File: config.mk
export PLATFORM = sky130hd
export DESIGN_NAME = onehot_scan_decoder
export DESIGN_NICKNAME = d
export VERILOG_FILES = /design/src/rtl/onehot_scan_decoder.sv
export SDC_FILE = /design/constraint.sdc
export NUM_CORES = 1
export LEC_CHECK = 0
export ABC_AREA = 1
export CELL_PAD_IN_SITES_DETAIL_PLACEMENT = 0
export CELL_PAD_IN_SITES_GLOBAL_PLACEMENT = 1
export CORE_UTILIZATION = 45
export DETAILED_ROUTE_END_ITERATION = 10
export HOLD_SLACK_MARGIN = 0.02
export PLACE_DENSITY_LB_ADDON = 0.1
export SETUP_SLACK_MARGIN = 0.3
export SLEW_MARGIN = 30
export SYNTH_ARGS = -nofsm -noshare
export SYNTH_HDL_FRONTEND = slang
export SYNTH_SLANG_ARGS = --single-unit
File: constraint.sdc
create_clock -name clk -period 4.8 [get_ports clk]
set_input_delay 0.96 -clock clk [delete_from_list [all_inputs] [get_ports clk]]
set_output_delay 0.96 -clock clk [all_outputs]
set_load 0.005 [all_outputs]
File: src/rtl/onehot_scan_decoder.sv
// Registered one-hot decoder. Decodes sel directly or auto-scans an index, skipping masked outputs.
// Define ONEHOT_ACTIVE_LOW_EN for active-low y; idle, reset and masked outputs then read as all ones.
module onehot_scan_decoder #(
  parameter int SEL_W    = 3,
  parameter int PRESCALE = 100000,
  parameter int CNT_W    = 24
) (
  input  logic                  clk,
  input  logic                  rst_n,
  input  logic                  en,
  input  logic                  mode,
  input  logic [SEL_W-1:0]      sel,
  input  logic [2**SEL_W-1:0]   mask,
  output logic [2**SEL_W-1:0]   y,
  output logic [SEL_W-1:0]      idx,
  output logic                  tick
);

  localparam int               N    = 2**SEL_W;
  localparam logic [CNT_W-1:0] LAST = CNT_W'(PRESCALE - 1);

`ifdef ONEHOT_ACTIVE_LOW_EN
  localparam logic [N-1:0] Y_IDLE = '1;
`else
  localparam logic [N-1:0] Y_IDLE = '0;
`endif

  logic [CNT_W-1:0] cnt;
  logic [SEL_W-1:0] idx_nxt;
  logic             mode_q;
  logic             was_en;
  logic             mode_sw;

  function automatic logic [N-1:0] onehot(input logic [SEL_W-1:0] s);
    logic [N-1:0] v;
    v    = '0;
    v[s] = 1'b1;
    return v;
  endfunction

  // Output polarity is applied here so every branch below speaks active-high.
  function automatic logic [N-1:0] drive(input logic [N-1:0] v);
`ifdef ONEHOT_ACTIVE_LOW_EN
    return ~v;
`else
    return v;
`endif
  endfunction

  // Walk candidates from farthest to nearest so the first enabled one after idx wins;
  // k = N wraps back to idx itself, covering the "only idx enabled" case.
  always_comb begin
    logic [SEL_W-1:0] cand;
    // NOTE: defaults first so no path through this block leaves a value unassigned (no latch).
    idx_nxt = idx;
    cand    = idx;
    for (int k = N; k >= 1; k--) begin
      cand = idx + SEL_W'(k);
      if (mask[cand]) idx_nxt = cand;
    end
  end

  // A mode switch is only meaningful against a previous enabled cycle.
  assign mode_sw = was_en && (mode != mode_q);

  // NOTE: sequential state uses non-blocking assignments so all registers update from pre-edge values.
  always_ff @(posedge clk or negedge rst_n) begin
    if (!rst_n) begin
      y      <= Y_IDLE;
      idx    <= '0;
      tick   <= 1'b0;
      cnt    <= '0;
      mode_q <= 1'b0;
      was_en <= 1'b0;
    end else begin
      was_en <= en;
      mode_q <= mode;
      tick   <= 1'b0;
      if (!en) begin
        cnt <= '0;
        y   <= Y_IDLE;
      end else if (!mode) begin
        cnt <= '0;
        y   <= drive(onehot(sel) & mask);
      end else if (mode_sw) begin
        cnt <= '0;
        y   <= drive(onehot(idx) & mask);
      end else if (cnt == LAST) begin
        cnt  <= '0;
        tick <= 1'b1;
        idx  <= idx_nxt;
        y    <= drive(onehot(idx_nxt) & mask);
      end else begin
        cnt <= cnt + 1'b1;
        y   <= drive(onehot(idx) & mask);
      end
    end
  end

endmodule

==> reports/metrics.cfg <==
[synthesis]
synth_seq_cells = 38
async_flop_share = 1.00
yosysSeqAreaShare = 0.347
yosysWarnings = 0
synth_area_leader_cell = dfrtp_1
synthesis.area_per_instance_um2 = 6.94
synth_area_um2 = 2740
synthTopCellsByArea = dfrtp_1 (35%), nand2_1 (11%), nand3_1 (8.8%)
yosys.area.top_type_share = 0.347
syn_nets = 417
synthFlopType = dfrtp_1
synthDistinctLibCells = 35
synth_cells = 395
synth-edff-count = 0

[timing]
clock_skew_ns = 0.00481
rsz0062_at_grt = false
fmaxAchievable_mhz = 322
finalHoldViolCount = 0
setup_viol = 0
slew_violations = 0
period_minus_slack_ns = 3.11
setup_tns_ns = 0
slew_headroom = 0.528
fin_crit_sh = 0.647
worst_slew_pin_slew_ns = 0.705

[cells_and_area]
fillers = 601
drive_above_1_share = 0.0881
syn2layout_area_growth_pct = 15.1
fin_area_um2 = 3160
nets = 442
multi_input_comb_area_um2 = 1540
fin_util = 0.537
most-common-layout-cells = nand2_1 (84), nor2_1 (49), nand3_1 (48)
mostFrequentLayoutCell = nand2_1
diodes = 0
seq_area_um2 = 951

[die]
num_rows = 28
dieArea_um2 = 6410
core_region_area_um2 = 5890
die_w_um = 80.1
die_y_um = 80.1
initial_utilization = 0.466
pin_count = 27

[setup_path]
crit_chain = inv_2 -> ha_1 -> inv_2 -> nand3_1 -> nand3_2 -> nand2_2 -> inv_2 -> nand2_1 -> nand2_1 -> nand2_1 -> nand2_2 -> nand2_2 -> nand2_4 -> nand2_4 -> nand3_2 -> nor2_1 -> nor2_1 -> nor2_1
worst-path-buf-inv = 3
crit_fanout = 16
worstPathRequired_ns = 5.02
cpPeakStageDelay_ns = 0.75
slowest_stage = dfrtp_1
criticalPathCategory = flop to flop
arrival_ns = 3.32
endpoint_kind = flop
crit_family = simple AND/OR/NAND/NOR gates
critPathLaunchType = flop

[detailed_routing]
dr.pass1.iters = 5
ant_nets = 0
drc = 0
vias = 2727
first_iter_violations = 166
wl_per_cell_um = 14.2
routed_wl_um = 7030
vias_per_cell = 5.51

[pwr]
totalPowerFinal_mw = 0.683
power_density_nw_per_um2 = 216
leakagePower_nw = 1.40
peakVddDrop_v = 0.000127

[placed_design]
dpl_cell_area_um2 = 3040
place.gp.congestion = 0.828
port_buffers = 26
dp_hpwl_um = 5370

[cts]
cts_tree = built
cts-root-buf = clkbuf_8
cts_buffer_depth = 2
hold_buffers = 0
cts-resized-gates = 0
clk_pin_slew_ns = 0.07
cts_sinks = 38
htree_levels = 2
post_cts_buffers = 0
clk_latency_ns = 0.29
cts_buffers = 5

[global_routing]
grt_max_degree = 39
antenna_found_initial = 0
grt_pass1_vias = 2518
grt_pass1_wl_um = 11700
gr-usage-all-layers = 0.235
grt-ovfl-total = 0

[hold_path]
hp-class = flop to flop

[status]
status = finished, final reports clean

[job]
maxCapViolCount = 0

state kept, by name, indices dropped and copies added (netlist names):
name and cells:
was_en 1, cnt 24, tick 1, y 8
mode_q 1, idx 3
synth_stat cells, types with 2 or more instances:
master,n
a31oi_1,9
clkbuf_1,3
nand2_1,84
nand3_2,8
dfrtp_1,38
nand4_1,10
a41oi_1,5
buf_6,2
nand2_4,2
inv_1,46
o21ai_0,17
nor2_1,49
a21oi_1,15
nand2_2,6
nand3_1,48
xor2_1,2
inv_2,5
nor3_1,10
nor3b_1,2
nor2_2,3
o21a_1,2
buf_2,3
clkinv_1,3
nor4_1,6
ha_1,7
layout make-up:
cell class	count	area share
Clock buffer	6	0.0261
Clock inverter	1	0.00951
Inverter	54	0.0642
Multi-Input combinational cell	295	0.488
Sequential cell	38	0.301
Tap cell	75	0.0297
Timing Repair Buffer	26	0.0816
power breakdown:
| part | leakage, nW | internal, mW | switching, mW | total (mW) |
|---|---|---|---|---|
| clock | 0.0573 | 0.166 | 0.112 | 0.278 |
| combinational | 0.833 | 0.0301 | 0.0485 | 0.0785 |
| sequential | 0.505 | 0.324 | 0.00172 | 0.326 |
| total | 1.40 | 0.521 | 0.162 | 0.683 |
worst register-to-register path, delay by kind of cell, from the launching register on:
kind,cells,cell delay [ns]
and+or+nand+nor,14,1.26
DFF,1,0.75
adders and majority gates,1,0.55
buffers and inverters,3,0.49
layer usage:
layer,up-vias,part of all wire,global-route usage
li1,1368,-,-
met1,1262,0.46,0.302
met2,89,0.48,0.405
met3,8,0.051,0.0364
met4,0,0.010,0.0696
met5,-,0,0
path summary, 6_finish.rpt:
| kind | startpoint | endpoint | slack [ns] | depth (start not counted) |
|---|---|---|---|---|
| setup / recovery | idx[0] | y[6] | 1.69 | 18 |
| hold / removal | cnt[0] | cnt[0] | 0.45 | 1 |
| setup reg to reg | idx[0] | y[6] | 1.69 | 18 |
| hold reg to reg | cnt[0] | cnt[0] | 0.45 | 1 |
| max in group asynchronous | rst_n | tick | 3.81 | 1 |
| min in group asynchronous | rst_n | cnt[7] | 0.64 | 1 |
per-stage QoR:
stage / worst slack [ns] / std cells / hold WS [ns]
after CTS: 1.70 / 495 / 0.457
after floorplan: 2.55 / 395 / 0.425
after global routing: 1.39 / 495 / 0.506
final: 1.69 / 495 / 0.454
after detailed placement: 1.55 / 488 / 0.448
after global placement: 1.63 / 488 / 0.443
logic make-up after synthesis:
kind of cell,synth area share
AND/OR/NAND/NOR,0.409
adder cells (fa/ha/maj),0.0319
AO/OA/AOI/OAI,0.111
XOR/XNOR,0.00958
flip-flops,0.347
buffers and inverters,0.0917
Power figures use the tool's default switching activity.
